[config.mk]
export PLATFORM = sky130hd
export DESIGN_NAME = fifo_burst_reader
export DESIGN_NICKNAME = d
export VERILOG_FILES = /design/src/rtl/fifo_burst_reader.sv
export SDC_FILE = /design/constraint.sdc
export NUM_CORES = 1
export LEC_CHECK = 0
export CAP_MARGIN = 20
export CORE_MARGIN = 10
export CORE_UTILIZATION = 50
export DETAILED_ROUTE_END_ITERATION = 6
export PLACE_DENSITY = 0.86
export RECOVER_POWER = 50
export SYNTH_ARGS = -nofsm -noshare
export SYNTH_HDL_FRONTEND = slang
export SYNTH_SLANG_ARGS = --single-unit
[constraint.sdc]
create_clock -name clk -period 4.75 [get_ports clk]
set_input_delay 0.95 -clock clk [delete_from_list [all_inputs] [get_ports clk]]
set_output_delay 0.95 -clock clk [all_outputs]
set_load 0.05 [all_outputs]
[src/rtl/fifo_burst_reader.sv]
// Read-side burst master: pops len words from a registered-read FIFO and
// streams them out through a 2-entry skid buffer on a valid/ready port.
`timescale 1ns/1ps
module fifo_burst_reader #(
  parameter int DATA_W = 16,
  parameter int LEN_W  = 8
) (
  input  logic              clk,
  input  logic              reset,
  input  logic              start,
  input  logic [LEN_W-1:0]  len,
  input  logic              fifo_empty,
  output logic              fifo_rd,
  input  logic [DATA_W-1:0] fifo_dout,
  output logic              out_valid,
  input  logic              out_ready,
  output logic [DATA_W-1:0] out_data,
  output logic              busy,
  output logic              done
);

  typedef enum logic [1:0] {S_IDLE, S_RUN, S_FIN} state_t;

  state_t            r_state;
  state_t            w_next;
  logic [LEN_W-1:0]  r_len_q;
  logic [LEN_W-1:0]  r_issued;
  logic [LEN_W-1:0]  r_delivered;
  logic              r_inflight;
  logic [1:0]        r_buf_count;
  logic [DATA_W-1:0] r_buf [2];
  logic              r_head;
  logic              r_tail;

  logic              w_accept;
  logic              w_last;
  logic              w_credit_ok;
  logic              w_pop;

  assign w_accept = (r_buf_count != 2'd0) & out_ready;
  assign w_last   = w_accept & (r_delivered == (r_len_q - 1'b1));

  // A word in flight from the FIFO already owns a buffer slot; a same-cycle
  // accept frees one, so the credit test adds it to the budget.
  assign w_credit_ok = (({1'b0, r_buf_count} + {2'b00, r_inflight}) <
                        (3'd2 + {2'b00, w_accept}));

  always_ff @(posedge clk or negedge reset) begin
    if (!reset) begin
      r_state <= S_IDLE;
    end else begin
      r_state <= w_next;
    end
  end

  always_comb begin
    w_next = r_state;
    unique case (r_state)
      S_IDLE: begin
        if (start) begin
          w_next = (len == '0) ? S_FIN : S_RUN;
        end
      end
      S_RUN: begin
        if (w_last) begin
          w_next = S_FIN;
        end
      end
      S_FIN:   w_next = S_IDLE;
      default: w_next = S_IDLE;
    endcase
  end

  always_comb begin
    busy      = (r_state == S_RUN);
    done      = (r_state == S_FIN);
    w_pop     = (r_state == S_RUN) & ~fifo_empty & (r_issued < r_len_q) & w_credit_ok;
    fifo_rd   = w_pop;
    out_valid = (r_buf_count != 2'd0);
    out_data  = r_buf[r_head];
  end

  always_ff @(posedge clk or negedge reset) begin
    if (!reset) begin
      r_len_q     <= '0;
      r_issued    <= '0;
      r_delivered <= '0;
      r_inflight  <= 1'b0;
      r_buf_count <= 2'd0;
      r_head      <= 1'b0;
      r_tail      <= 1'b0;
      for (int unsigned i = 0; i < 2; i++) begin
        r_buf[i] <= '0;
      end
    end else begin
      if ((r_state == S_IDLE) && start && (len != '0)) begin
        r_len_q     <= len;
        r_issued    <= '0;
        r_delivered <= '0;
      end else begin
        if (w_pop) begin
          r_issued <= r_issued + 1'b1;
        end
        if (w_accept) begin
          r_delivered <= r_delivered + 1'b1;
        end
      end
      r_inflight <= w_pop;
      if (r_inflight) begin
        r_buf[r_tail] <= fifo_dout;
        r_tail        <= ~r_tail;
      end
      if (w_accept) begin
        r_head <= ~r_head;
      end
      r_buf_count <= r_buf_count + {1'b0, r_inflight} - {1'b0, w_accept};
    end
  end

  a_no_overflow: assert property (@(posedge clk) disable iff (!reset)
    !(r_inflight && !w_accept && (r_buf_count == 2'd2)));

  a_no_pop_empty: assert property (@(posedge clk) disable iff (!reset)
    !(fifo_rd && fifo_empty));

endmodule
==> results.cfg <==
[grt]
grt_use_met1 = 0.157
grt-busiest-layer = met2
grt_pass1_wl_microns = 11800
grt_pass1_vias = 2499
use_met2 = 0.254
grt.overflow.total = 0
grtUsageMet3 = 0.0419
grt_antenna_before_repair = 0
grt_usage = 0.148
grt_max_degree = 57

[clock_tree]
cts_resized = 0
cts_max_level = 3
cts-root-buf = clkbuf_8
cts_buffer_depth = 2
post-cts-setup-buffers = 0
insertion_delay_ns = 0.35
clock_sinks = 63
cts_made_buffers = 9
clk_pin_slew_ns = 0.07
cts.hold.buffers_added = 0
tritoncts = yes

[routing]
vias = 2284
first_pass_iters = 4
vias_per_cell = 5.45
detail-route-antenna-nets = 0
drc = 0
drtIter0Drc = 94
wl_microns = 7030
avgRoutedWirePerCell_microns = 16.8

[placement]
dp_hpwl_microns = 5070
place_inst = 403
place_congestion = 0.867
dpl-instance-area_sq_um = 3760
place_ws_ns = 0.587
io_buffers = 48

[timing]
max_clock_freq_mhz = 235
rsz0062_at_grt = no
maxSlewHeadroom = -0.912
post-route-period-util = 0.894
min_period_ns = 4.25
setup_violations = 0
fin_tns_setup_ns = 0
fin_ws_ns = 0.503
holdWs_ns = 0.489
skew_ns = 0.00682
final-hold-violation-count = 0
worst_pin_slew_ns = 2.87
drv_slew = 57

[power]
p_comb_frac = 0.468
clockPowerShare = 0.196
finalPower_mw = 2.83
cellLeakagePower_nw = 1.74
p_sw_mw = 1.14
intPower_mw = 1.69
ir_drop_mv = 0.606
power_frac_seq = 0.336
power_density_nw_per_um2 = 709
p_sw_frac = 0.402

[setup_path]
arrival_ns = 3.30
crit_slowest_cell = clkdlybuf4s50_1
cp-end-kind = output pin
crit_chain = clkdlybuf4s50_1 -> o21ai_1 -> o21ai_0 -> nand3_1 -> a21oi_1 -> buf_4 -> clkdlybuf4s50_1
critPathMostFrequentCell = clkdlybuf4s50_1
cp_top_family = buffers and inverters
path_class = input port to output pin
path_max_fanout = 6
start_kind = input port
crit_required_ns = 3.80
path_buf_inv = 3
slowest_delay_ns = 0.81

[die]
row_count = 29
die_x_microns = 99.9
die_h_microns = 99.9
io_pins = 49
start_util = 0.508
dieArea_sq_um = 9970
design.core.area_sq_um = 6280

[yosys]
ys_seq_area_frac = 0.494
ys.flop_type = dfrtp_1
synth_fp_nets = 325
synthArstFlopShare = 1.00
ys_types = 36
synthesis.area_sq_um = 3190
ys_ff_latch = 63
synthCells = 282
synth_edf_count = 0
avgSynthCellArea_sq_um = 11.3
ys.warnings.count = 0

[finish]
final_cell_area_sq_um = 3990
area_delta_synth_final_pct = 25.2
drive_above_1_share = 0.205
fin_nets = 380
final_common_cell = dfrtp_1
final_cell_mix = dfrtp_1 (63), mux2_2 (48), clkdlybuf4s50_1 (47)
final_core_util = 0.636
antenna_cells = 0
layout.cells.non_filler = 419

[run_status]
violations = max-capacitance violations, max-slew violations
status = finished, violations left

[hold_path]
min_path_type = input port to async pin

[flow_run]
cap_violations = 1
==> power by group through the flow <==
stage                     Sequential [mW]  Combinational, mW  Clock (mW)
after detailed placement            0.955               1.33           0
final                               0.951               1.33       0.555
after global placement              0.936               1.29           0
after floorplan                     0.874               1.00           0
after CTS                           0.949               1.35       0.563
after global routing                0.979               1.43       0.593
==> area by class of cell <==
class	instances	area, sq um
Tap cell	77	96.3
Timing Repair Buffer	52	497
Clock inverter	6	109
Clock buffer	10	128
Inverter	14	52.6
Fill cell	483	2280
Multi-Input combinational cell	197	1530
Sequential cell	63	1580
==> Yosys cell counts (3+ instances only) <==
library cell	instances	area share
clkbuf_1	7	0.0082
nand3_1	10	0.016
xnor2_1	13	0.036
mux2_2	48	0.17
o21ai_1	3	0.0047
and3_1	4	0.0078
a21oi_1	8	0.013
nor3_1	3	0.0047
o21ai_0	10	0.016
nor2_1	19	0.022
xor2_1	12	0.033
ha_1	14	0.055
nand4_1	3	0.0059
dfrtp_1	63	0.49
a211oi_1	5	0.012
inv_1	14	0.016
nand2_1	20	0.024
nand2b_1	4	0.0078
==> routing by layer <==
layer	vias up	routed length, microns
met1	1134	2780
met2	40	3690
met4	0	243
met5	-	0
li1	1090	-
met3	20	318
==> worst register-to-register path: stages (launching register included) <==
cell and delay [ns]:
dfrtp_1 0.44, or4_4 0.56, or4_1 0.51, o311ai_1 0.10, nor2_1 0.09, nor4_2 0.39, a2bb2o_1 0.20
==> final timing paths <==
| check | start | end | slack (ns) | depth (start not counted) |
|---|---|---|---|---|
| min reg2reg | r_tail | r_tail | 0.49 | 1 |
| min | reset | r_buf[17] | 0.49 | 1 |
| max in group asynchronous | reset | r_buf[14] | 1.22 | 2 |
| max | out_ready | fifo_rd | 0.50 | 7 |
| max reg2reg | r_len_q[0] | r_state[1] | 2.40 | 6 |
| min in group clk | r_tail | r_tail | 0.49 | 1 |
==> kinds of logic after synthesis <==
| group | Yosys count | share of synthesized area |
|---|---|---|
| and+or+nand+nor | 76 | 0.119 |
| DFF | 63 | 0.494 |
| muxes | 50 | 0.176 |
| AOI/OAI and AO/OA | 32 | 0.0616 |
| xor gates and xnor gates | 25 | 0.0687 |
| buffers and inverters | 22 | 0.0259 |
| adders and majority gates | 14 | 0.0549 |
==> flip-flops by register name, indices dropped and copies added, names as in the netlist <==
signal / flops
r_head: 1
r_inflight: 1
r_delivered: 8
r_issued: 8
r_buf_count: 2
r_len_q: 8
r_tail: 1
r_state: 2
r_buf: 32
Power figures use the tool's default switching activity.
==> RTL change 1: new RTL, config.mk and constraints unchanged <==
The parameter `LEN_W` goes from 8 to 16.
--- a/src/rtl/fifo_burst_reader.sv
+++ b/src/rtl/fifo_burst_reader.sv
@@ -4,5 +4,5 @@
 module fifo_burst_reader #(
   parameter int DATA_W = 16,
-  parameter int LEN_W  = 8
+  parameter int LEN_W  = 16
 ) (
   input  logic              clk,
Ports: changed (resized len); port bits go from 49 to 57. No check against the original RTL was run, so the function may have changed too.
==> RTL change 1 against the unedited design <==
  * The flow still finishes with violations (capacitance limit, slew limit)
  * Cell area grew 38%
  * Routed wire length rose by 54%
  * Total power grew 8.6%
  * Critical endpoint unchanged
  * Critical path type unchanged
  * Worst setup slack better by 0.084 ns
  * First-iteration DRC count grew to 3.3 times the old value
  * Sequential cell count is 24 higher
  * Synthesized area grew 47%
==> RTL change 1: results (changes against the unedited design) <==
[sta]
timing.hold.ws_ns = 0.5068  ; +0.01820 ns
clock-skew-final_ns = 0.008725  ; +0.001902 ns
drv_slew = 76  ; +33%
worst_slew_pin_slew_ns = 1.778  ; -1.091 ns

[worst_setup_path]
reg2reg_setup_slack_ns = 2.04  ; -0.36 ns
path_max_fanout = 8  ; +2
crit_arrival_ns = 3.21  ; -0.09 ns
reg2reg_depth = 7  ; +1
rr_endpoint = r_state[0]
reg2reg_from = r_len_q[0]

[drt]
routed-via-count = 3609  ; +58%
dr.pass1.iters = 4  ; unchanged
wirelength_mm = 10.83  ; +54%
drt_iter0_drc = 310  ; +230%

[clock_network]
worst_skew_pair.late_latency_ns = 0.37  ; +0.02 ns
post-cts-setup-buffers = 0  ; unchanged
cts-root-buf = clkbuf_8
clockBufferDepth = 2  ; unchanged
clk_pin_slew_ns = 0.09  ; +0.02 ns
htree_levels = 3  ; unchanged
cts_resized = 0  ; unchanged
cts_made_buffers = 9  ; unchanged

[yosys]
syn-num-nets = 514  ; +58%
yosys_warnings = 0  ; unchanged
synth.cells.most_frequent = dfrtp_1 (87), mux2_2 (48), nand2_1 (44)
seq_area_frac_synth_pct = 46.50  ; -2.9 points
yosys-top-cells-area = dfrtp_1 (46%), mux2_2 (12%), ha_1 (5.9%), xnor2_1 (4.5%), xor2_1 (3.6%)
synthArstFlopShare_pct = 100.0  ; unchanged
synth_cell_types = 40  ; +11%
synth_top_flop_cell = dfrtp_1

[global_routing]
grt_max_degree = 88  ; +54%
grt_usage_pct = 16.39  ; +1.6 points
antenna_found_initial = 0  ; unchanged
grt_pass1_wl_mm = 17.75  ; +51%
grt_pass1_vias = 3698  ; +48%

[worst_hold_path]
hold_start = r_buf[27]
hold_depth = 1
min_path_type = register to register
holdPathEnd = r_buf[27]

[pwr]
leakagePower_nw = 2.348  ; +35%
max-vdd-ir-drop_mv = 0.4467  ; -26%

[cells_and_area]
n_fill_cell = 744  ; +54%
largest_register = r_buf
drive_gt1_share_pct = 13.81  ; -6.7 points
nets = 568  ; +49%
largest_register_ffs = 32  ; unchanged
antenna_cells = 0  ; unchanged

[run_status]
status = finished, violations left
violations = capacitance limit, slew limit

[job]
drv_cap = 1  ; unchanged

[placed_design]
place.gp.congestion = 0.8464  ; -2.4%
hpwl_mm = 7.986  ; +58%
port_buffers = 56  ; +17%

[floorplanning]
core_mm2 = 0.009196  ; +47%

[RTL change 1: cell count changes after synthesis, sizes merged, moves of 10 or more]
cell	change
nand4	+10
dfrtp	+24
o21ai	+16
nand2	+24
xnor2	+11
inv	+10
a21oi	+11
[RTL change 1: worst max-delay path: stages]
cell             delay [ns]
clkdlybuf4s50_1        0.47
o21ai_2                0.13
o21ai_0                0.19
nand3_1                0.13
a21oi_1                0.30
o21ai_2                0.13
inv_1                  0.09
clkdlybuf4s50_1        0.81
[RTL change 1: report_power, final]
| group | switching [mW] | internal [mW] | leakage (nW) |
|---|---|---|---|
| Combinational | 0.793 | 0.621 | 1.20 |
| Clock | 0.290 | 0.197 | 0.0906 |
| Sequential | 0.213 | 0.962 | 1.06 |
[RTL change 1: layout make-up]
class,count,area share (%)
Sequential cell,87,39.55
Tap cell,111,2.523
Inverter,24,1.636
Clock inverter,7,1.023
Timing Repair Buffer,59,10.36
Clock buffer,9,2.250
Multi-Input combinational cell,328,42.66
[RTL change 1: metrics by stage]
stage / total power, mW / util, % / setup WS [ns] / cell area (um2) / instances
after floorplan: 2.171 / - / 1.449 / 4682 / 455
after global placement: 2.545 / 57.93 / 0.6962 / 5328 / 608
after detailed placement: 2.607 / 57.93 / 0.6816 / 5328 / 608
after CTS: 3.098 / 59.89 / 0.5907 / 5508 / 624
after global routing: 3.249 / 59.86 / 0.4109 / 5505 / 625
final: 3.075 / 59.86 / 0.5874 / 5505 / 625
[RTL change 1: how the worst max path moves through the flow]
stage,startpoint,endpoint,slack [ns],cells past startpoint
6_report,out_ready,fifo_rd,0.59,8
5_1_grt,out_ready,fifo_rd,0.41,8
4_1_cts,out_ready,fifo_rd,0.59,8
3_5_place_dp,out_ready,fifo_rd,0.68,8
3_3_place_gp,out_ready,fifo_rd,0.70,8
2_1_floorplan,r_state[1],fifo_rd,1.45,7
[RTL change 1: logic make-up (layout without fill, tap and decap cells)]
kind of cell	Yosys count	in the layout	share of synthesized area, %
compound gates	74	74	9.701
xor+xnor	43	43	8.044
fa+ha+maj	22	22	5.879
buf+inv	40	99	3.367
flops	87	87	46.50
mux	49	49	11.76
simple gates	140	140	14.75
[RTL change 1: per-layer routing]
metal | part of all wire (%) | wire length, um | global-route usage [%] | vias to the layer above
met5 | 0 | 0 | 0 | -
met4 | 1.4 | 153 | 4.530 | 0
met3 | 3.8 | 412 | 3.338 | 15
met2 | 55 | 5933 | 30.48 | 69
met1 | 40 | 4329 | 18.43 | 1805
li1 | - | - | - | 1720
==> RTL change 2: new RTL, config.mk and constraints unchanged <==
Without the edit above. Re-encode `state_t` (3 states) as one-hot, 3 bits wide.
--- a/src/rtl/fifo_burst_reader.sv
+++ b/src/rtl/fifo_burst_reader.sv
@@ -20,5 +20,5 @@
 );
 
-  typedef enum logic [1:0] {S_IDLE, S_RUN, S_FIN} state_t;
+  typedef enum logic [2:0] {S_IDLE = 3'b001, S_RUN = 3'b010, S_FIN = 3'b100} state_t;
 
   state_t            r_state;
Check against the original RTL: no difference found for any inputs over 4 cycles, from zero or initial values and one cycle with reset low; so few cycles prove little.
==> RTL change 2 against the unedited design <==
  * The run still ends with capacitance limit, slew limit left
  * First-iteration DRC count is 27% lower
  * Cell area is 3.2% higher
  * Routed wire length is 5.6% lower
  * Sequential cell count is 1 higher
  * Total power hardly changed
  * Clock power is 3% higher
  * Maximum frequency is 8.5% higher
  * Register-to-register slack better by 0.06 ns
  * Synthesized area is 4.5% higher
  * Worst setup slack better by 0.33 ns
==> RTL change 2: results (changes against the unedited design) <==
[sta]
worst_slew_pin_slew_ns = 3.293  ; +0.4241 ns
clock-skew-final_ns = 0.007938  ; +0.001115 ns
drv_slew = 65  ; +14%
timing.hold.ws_ns = 0.4901  ; +0.001478 ns
max_freq_mhz = 255.6  ; +8.5%

[global_routing]
grt_pass1_wl_mm = 11.14  ; -5.3%
grt_usage_pct = 13.42  ; -1.3 points
use_met3_pct = 5.310  ; +1.1 points
grt_max_degree = 65  ; +14%

[drt]
wl_met1_mm = 2.912  ; +4.6%
drt_iter0_drc = 69  ; -27%
wirelength_mm = 6.638  ; -5.6%
wl_met3_um = 428  ; +35%
routed_via_density = 5.452  ; about the same
dr_wl_met2_mm = 3.233  ; -12%

[worst_setup_path]
reg2reg_from = r_len_q[2]
path_max_fanout = 9  ; +3
reg2reg_depth = 7  ; +1

[placed_design]
hpwl_mm = 4.874  ; -3.8%
place_ws_ns = 0.8647  ; +0.2773 ns
place.gp.congestion = 0.8577  ; -1.1%
dp_cells = 411  ; +2.0%

[yosys]
muxShareOfSynthArea_pct = 17.72  ; +0.15 points
synth_area_per_cell_um2 = 11.29  ; -0.13%
synth_xor_area_share_pct = 5.520  ; -1.3 points
seq_area_frac_synth_pct = 48.10  ; -1.3 points
synth_compound_area_share_pct = 7.435  ; +1.3 points
synth_cell_types = 46  ; +28%
synth.cells.most_frequent = dfrtp_1 (63), mux2_2 (48), nand2_1 (23)

[worst_hold_path]
min_path_type = register to register

[pwr]
p_clk_share_pct = 20.2  ; +0.6 points
net-switching-power_mw = 1.135  ; -0.14%
max-vdd-ir-drop_mv = 0.2714  ; -55%

[run_status]
violations = capacitance limit, slew limit
status = finished, violations left

[cells_and_area]
nets = 388  ; +2.1%
stdcell_area_mm2 = 0.004121  ; +3.2%
n_fill_cell = 501  ; +3.7%
drive_gt1_share_pct = 20.86  ; +0.39 points

[clock_network]
worst_skew_pair.late_latency_ns = 0.33  ; -0.02 ns

[job]
drv_cap = 1  ; unchanged

## RTL change 2: cell count changes after synthesis, sizes merged, moves of 2 or more
cell and change:
nor3 +3, a21o +3, xor2 -3, mux2i +3, clkbuf +2, o21ai +2
or2 +5, a211oi -4, and4 +2, nor3b +2, nand2 +3, nor2 -7
o211ai +2, nand3 -4
## RTL change 2: logic make-up after synthesis
| logic type | Yosys count |
|---|---|
| buffers and inverters | 24 |
| and+or+nand+nor | 82 |
| muxes | 53 |
| DFF | 64 |
| AOI/OAI and AO/OA | 37 |
| xor gates and xnor gates | 21 |
| adders and majority gates | 14 |
## RTL change 2: area by class of cell
type                            count  area share, %
Inverter                           13          1.184
Sequential cell                    64          38.89
Clock inverter                      6          2.763
Clock buffer                       10          3.339
Multi-Input combinational cell    207          39.77
Timing Repair Buffer               50          11.72
Tap cell                           77          2.338
